### config.mk
export PLATFORM = sky130hd
export DESIGN_NAME = mips_boot_loader
export DESIGN_NICKNAME = d
export VERILOG_FILES = /design/src/rtl/mips_boot_loader.sv
export SDC_FILE = /design/constraint.sdc
export NUM_CORES = 1
export LEC_CHECK = 0
export ABC_AREA = 1
export BUFFER_PORTS_ARGS = -buffer_cell sky130_fd_sc_hd__buf_4
export CORE_AREA = 2 2 90 92
export DETAILED_ROUTE_END_ITERATION = 10
export DIE_AREA = 0 0 92 94
export GPL_ROUTABILITY_DRIVEN = 0
export PLACE_DENSITY = 0.84
export SYNTH_ARGS = -nofsm -noshare
export SYNTH_HDL_FRONTEND = slang
export SYNTH_SLANG_ARGS = --single-unit
### constraint.sdc
create_clock -name clk1 -period 3.3 [get_ports clk1]
set_clock_uncertainty 0.05 [all_clocks]
set_input_delay 0.33 -clock clk1 [delete_from_list [all_inputs] [get_ports clk1]]
set_output_delay 0.33 -clock clk1 [all_outputs]
set_load 0.05 [all_outputs]
### src/rtl/mips_boot_loader.sv
// Boot loader for a small MIPS-style core: streams program words into
// instruction memory, pulses the PC initialisation, releases the processor
// and supervises it until it halts or runs out of cycle budget.
module mips_boot_loader #(
    parameter int                DATA_W  = 32,
    parameter int                ADDR_W  = 10,
    parameter int                TMO_W   = 16,
    parameter logic [DATA_W-1:0] BOOT_PC = '0
) (
    input  logic              clk1,
    input  logic              rst,
    input  logic              start,
    input  logic              ld_valid,
    output logic              ld_ready,
    input  logic [ADDR_W-1:0] ld_addr,
    input  logic [DATA_W-1:0] ld_data,
    input  logic              ld_last,
    output logic              mem_we,
    output logic [ADDR_W-1:0] mem_addr,
    output logic [DATA_W-1:0] mem_wdata,
    output logic              pc_load,
    output logic [DATA_W-1:0] pc_init,
    output logic              cpu_run,
    input  logic              cpu_halted,
    output logic              done,
    output logic              err,
    output logic [1:0]        err_code,
    output logic [TMO_W-1:0]  run_cycles
);

    // One extra bit so the counter can hold the full program depth.
    localparam int                CNT_W     = ADDR_W + 1;
    localparam logic [CNT_W-1:0]  DEPTH_CNT = {1'b1, {ADDR_W{1'b0}}};
    localparam logic [TMO_W-1:0]  RUN_MAX   = '1;

    typedef enum logic [2:0] {
        S_IDLE,
        S_LOAD,
        S_BOOT,
        S_RUN,
        S_DONE,
        S_ERR
    } state_t;

    state_t             state_reg;
    state_t             state_next;
    logic [CNT_W-1:0]   word_cnt_reg;
    logic               mem_we_reg;
    logic [ADDR_W-1:0]  mem_addr_reg;
    logic [DATA_W-1:0]  mem_wdata_reg;
    logic               done_reg;
    logic               err_reg;
    logic [1:0]         err_code_reg;
    logic [TMO_W-1:0]   run_cycles_reg;

    logic               accept;
    logic               overflow;
    logic               write_ok;
    logic               start_ok;
    logic [TMO_W-1:0]   run_cycles_inc;
    logic               timeout;

    // A word is taken whenever the stream is valid while loading; the word
    // beyond the memory depth is taken but never written.
    assign accept         = (state_reg == S_LOAD) && ld_valid;
    assign overflow       = accept && (word_cnt_reg == DEPTH_CNT);
    assign write_ok       = accept && !overflow;
    assign start_ok       = start && ((state_reg == S_IDLE) || (state_reg == S_DONE) ||
                                      (state_reg == S_ERR));
    assign run_cycles_inc = (run_cycles_reg == RUN_MAX) ? run_cycles_reg
                                                        : run_cycles_reg + TMO_W'(1);
    // Timeout fires on the cycle whose increment lands on the limit.
    assign timeout        = (run_cycles_inc == RUN_MAX);

    // State register
    always_ff @(posedge clk1 or posedge rst) begin
        if (rst) begin
            state_reg <= S_IDLE;
        end else begin
            state_reg <= state_next;
        end
    end

    // Next-state logic; halt takes priority over timeout
    always_comb begin
        state_next = state_reg;
        case (state_reg)
            S_IDLE, S_DONE, S_ERR: begin
                if (start) state_next = S_LOAD;
            end
            S_LOAD: begin
                if (overflow)               state_next = S_ERR;
                else if (accept && ld_last) state_next = S_BOOT;
            end
            S_BOOT: state_next = S_RUN;
            S_RUN: begin
                if (cpu_halted)   state_next = S_DONE;
                else if (timeout) state_next = S_ERR;
            end
            default: state_next = S_IDLE;
        endcase
    end

    // Moore outputs decoded from the current state
    always_comb begin
        ld_ready = 1'b0;
        pc_load  = 1'b0;
        cpu_run  = 1'b0;
        case (state_reg)
            S_LOAD:  ld_ready = 1'b1;
            S_BOOT:  pc_load  = 1'b1;
            S_RUN:   cpu_run  = 1'b1;
            default: ;
        endcase
    end

    // Write port, word counter, run-cycle counter and status flags
    always_ff @(posedge clk1 or posedge rst) begin
        if (rst) begin
            word_cnt_reg   <= '0;
            mem_we_reg     <= 1'b0;
            mem_addr_reg   <= '0;
            mem_wdata_reg  <= '0;
            done_reg       <= 1'b0;
            err_reg        <= 1'b0;
            err_code_reg   <= 2'b00;
            run_cycles_reg <= '0;
        end else begin
            mem_we_reg <= write_ok;
            if (write_ok) begin
                mem_addr_reg  <= ld_addr;
                mem_wdata_reg <= ld_data;
            end

            if (start_ok) begin
                word_cnt_reg <= '0;
                done_reg     <= 1'b0;
                err_reg      <= 1'b0;
                err_code_reg <= 2'b00;
            end else if (write_ok) begin
                word_cnt_reg <= word_cnt_reg + CNT_W'(1);
            end

            if (overflow) begin
                err_reg      <= 1'b1;
                err_code_reg <= 2'b01;
            end

            if (state_reg == S_BOOT) begin
                run_cycles_reg <= '0;
            end

            if (state_reg == S_RUN) begin
                run_cycles_reg <= run_cycles_inc;
                if (cpu_halted) begin
                    done_reg <= 1'b1;
                end else if (timeout) begin
                    err_reg      <= 1'b1;
                    err_code_reg <= 2'b10;
                end
            end
        end
    end

    assign mem_we     = mem_we_reg;
    assign mem_addr   = mem_addr_reg;
    assign mem_wdata  = mem_wdata_reg;
    assign pc_init    = BOOT_PC;
    assign done       = done_reg;
    assign err        = err_reg;
    assign err_code   = err_code_reg;
    assign run_cycles = run_cycles_reg;

endmodule

==> impl_metrics.tcl <==
set metrics [dict create \
    flow.area_growth_from_synthesis_pct 25.2 \
    clock_latency_ps 360 \
    sequential_cell_area_fraction_in_the_yosys_report_pct 48.0 \
    h-tree-depth 3 \
    layout.core_utilization_pct 66.1 \
    timing_max_transition_violations_final 0 \
    worst-setup-path-type "register to register" \
    rr_endpoint "word_cnt_reg[8]$_DFFE_PP0P_" \
    worstHoldPathType "input port to asynchronous set/reset pin" \
    timing.max_cap.violations 0 \
    final_period_minus_worst_setup_slack_ps 2380 \
    cts_inserted_buffers 9 \
    cts_hold_repair.buffers 0 \
    status "finished, final reports clean" \
    drc 0 \
    largest_register_ffs 32 \
    ir_worst_vdd_v 0.000701 \
    max_freq_mhz 420 \
    num_io_pins 146 \
    timing_worst_slew_pin_value_ps 854 \
    reg2reg_depth 11 \
    number_of_global_route_vias_before_repair 3587 \
    pre_cts_ws_ps 966 \
    detailroute.via_count 3776 \
    post-route-worst-setup-slack_ps 917 \
    worst_path_max_delay_cell "sky130_fd_sc_hd__inv_1" \
    grt_usage_pct 23.4 \
    yosysWarnings 0 \
    grt_pass1_wl_um 16200 \
    final_min_period_over_clock_period_pct 72.2 \
    worst_path_largest_cell_delay_ps 630 \
    post_cts.repair.setup_buffers 0 \
    cts_tree "yes" \
    die_y_um 94 \
    via_per_inst 5.05 \
    pin_count_of_the_biggest_net_entering_global_routing 78 \
    finish.net_count 692 \
    die_width_um 92 \
    total_leakage_power_nw 2.80 \
    clk_transition_reported_paths_ps 90 \
    synth_cells 528 \
    setup.worst_path.start_class "register" \
    drive_above_1_share_pct 23.5 \
    initial_core_util_pct 52.8 \
    synth.avg_cell_area_um2 7.60 \
    r2r_setup_slack_ps 920 \
    cp_data_required_time_ps 3540 \
    worst_path_most_repeated_cell "sky130_fd_sc_hd__nand2_1" \
    clock_tree.buffer_depth 2 \
    fillCellCount 643 \
    cts.root.buffer_cell "sky130_fd_sc_hd__clkbuf_8" \
    antenna_found_initial 0 \
    yosysUniqueCellTypes 30 \
    crit_chain "inv_1 > nand2_1 > nor2_2 > nand2_1 > inv_1 > nand2_1 > inv_1 > nand3_1 > o21ai_0 > nand2_1 > nor2_1" \
    final-setup-viol-count 0 \
    critical_path_arrival_ps 2620 \
    detailedRoute.firstIterationViolations 211 \
    grt_setup_unrepaired "false" \
    die_area_mm2 0.00865 \
    critPathCaptureType "register" \
    netlist_area_mm2 0.00401 \
    detailedPlacementHpwl_um 7210 \
    cts_resized 0 \
    cellPowerDensity_mw_per_mm2 892 \
    core_region_area_mm2 0.00761 \
    drtAntennaViolNets 0 \
    dr.pass1.iters 5 \
    placement_rows 32 \
    routed_wire_per_std_cell_um 13.1 \
    regToRegStartpoint "state_reg[2]$_DFFE_PP0P_" \
    crit_end "word_cnt_reg[8]$_DFFE_PP0P_" \
    sink_count_of_the_clock_tree 77 \
    ys_ff_latch 77 \
    quantity_of_i_o_buffers_inserted_on_ports 113 \
    overflow 0 \
    setup_tns_ps 0 \
    critical_path.startpoint "state_reg[2]$_DFFE_PP0P_" \
    timing.max_slew.rel_slack_pct 43.0 \
    cp_max_fo 30 \
    detail_route.wirelength_um 9790 \
    hold_viol_final 0 \
    antenna_cells_inserted 0 \
]
metrics by stage:
step	instances	area (µm²)	total power [mW]	hold WS, ps
final	748	5030	4.48	1.23
after global routing	748	5030	4.74	49.3
after CTS	748	5030	4.51	19.0
after detailed placement	732	4840	3.82	412
after global placement	732	4840	3.76	412
after floorplan	559	4130	3.14	390
metal layers:
layer  share of wire (%)  global-route usage (%)  wire length (µm)
met3                 9.0                    5.94               884
met1                  39                    29.3              3830
met4                 1.0                    7.71               102
met2                  51                    39.8              4970
met5                   0                       0                 0
final cells by class:
| class | instances | area, µm² | share of cell area (%) |
|---|---|---|---|
| Clock buffer | 9 | 124 | 2.46 |
| Clock inverter | 7 | 61.3 | 1.22 |
| Inverter | 44 | 165 | 3.29 |
| Multi-Input combinational cell | 392 | 1730 | 34.4 |
| Sequential cell | 77 | 1930 | 38.3 |
| Tap cell | 102 | 128 | 2.54 |
| Timing Repair Buffer | 117 | 891 | 17.7 |
report_power, final:
part | internal (mW) | leakage, nW | total [mW] | switching (mW)
registers | 1.24 | 1.00 | 1.45 | 0.206
logic | 0.635 | 1.71 | 2.35 | 1.72
clock network | 0.289 | 0.0892 | 0.680 | 0.391
kinds of logic after synthesis:
group / synth area share [%]
buf+inv: 11.8
compound gates: 5.27
other cells: 0.0934
fa+ha+maj: 0.935
flops: 48.0
simple gates: 33.0
xor+xnor: 0.873
cell usage in the layout (no fill, tap or decap), types with 2 or more instances in the layout:
cell type                    count
sky130_fd_sc_hd__nand2_4         2
sky130_fd_sc_hd__clkbuf_8        9
sky130_fd_sc_hd__xor2_1          4
sky130_fd_sc_hd__o22ai_1         2
sky130_fd_sc_hd__dfrtp_1        77
sky130_fd_sc_hd__inv_1          41
sky130_fd_sc_hd__o21ai_0        31
sky130_fd_sc_hd__nor2_1         29
sky130_fd_sc_hd__nor3_1          6
sky130_fd_sc_hd__nand2_1       224
sky130_fd_sc_hd__ha_1            3
sky130_fd_sc_hd__nand3_1        25
sky130_fd_sc_hd__clkinvlp_4      2
sky130_fd_sc_hd__nor2_4          2
sky130_fd_sc_hd__conb_1         32
sky130_fd_sc_hd__nand2_2         5
sky130_fd_sc_hd__inv_2           3
sky130_fd_sc_hd__nand4_1         6
sky130_fd_sc_hd__inv_6           4
sky130_fd_sc_hd__buf_4         116
sky130_fd_sc_hd__nor2_2          4
sky130_fd_sc_hd__nor4_1          4
sky130_fd_sc_hd__a21oi_1         7
worst min-delay path by stage:
stage,endpoint,slack [ps]
after floorplan,mem_addr[0]$_DFFE_PP0P_,390
after global placement,mem_addr[7]$_DFFE_PP0P_,410
after detailed placement,mem_we$_DFF_PP0_,410
after CTS,mem_wdata[6]$_DFFE_PP0P_,20
after global routing,mem_wdata[2]$_DFFE_PP0P_,50
final,mem_we$_DFF_PP0_,1
Yosys cell counts:
cell	instances	share of area, %
sky130_fd_sc_hd__or2_2	1	0.16
sky130_fd_sc_hd__nand2_1	224	21
sky130_fd_sc_hd__xor2_1	4	0.87
sky130_fd_sc_hd__nor3_1	6	0.75
sky130_fd_sc_hd__buf_2	6	0.75
sky130_fd_sc_hd__and3_1	1	0.16
sky130_fd_sc_hd__nor4_1	4	0.62
sky130_fd_sc_hd__dfrtp_1	77	48
sky130_fd_sc_hd__conb_1	1	0.093
sky130_fd_sc_hd__o22ai_1	2	0.31
sky130_fd_sc_hd__nor2_2	4	0.62
sky130_fd_sc_hd__buf_6	1	0.28
sky130_fd_sc_hd__nand3_1	25	3.1
sky130_fd_sc_hd__nand3b_1	1	0.19
sky130_fd_sc_hd__nor2_8	1	0.50
sky130_fd_sc_hd__clkbuf_1	6	0.56
sky130_fd_sc_hd__buf_1	1	0.093
sky130_fd_sc_hd__nand3_4	1	0.44
sky130_fd_sc_hd__nand2_4	2	0.56
sky130_fd_sc_hd__nor2_4	2	0.56
sky130_fd_sc_hd__inv_1	42	3.9
sky130_fd_sc_hd__inv_2	2	0.19
sky130_fd_sc_hd__nand4_1	6	0.94
sky130_fd_sc_hd__o21ai_0	31	3.9
sky130_fd_sc_hd__a21oi_1	7	0.87
sky130_fd_sc_hd__nor2_1	29	2.7
sky130_fd_sc_hd__a22o_1	1	0.22
sky130_fd_sc_hd__buf_4	32	6.0
sky130_fd_sc_hd__nand2_2	5	0.78
sky130_fd_sc_hd__ha_1	3	0.94
critical path, delay by kind of cell (launching register included):
kind,cells,cell delay (ps)
DFF,1,440
AOI/OAI and AO/OA,1,240
buffers and inverters,3,750
and+or+nand+nor,7,820
Power figures use the tool's default switching activity.
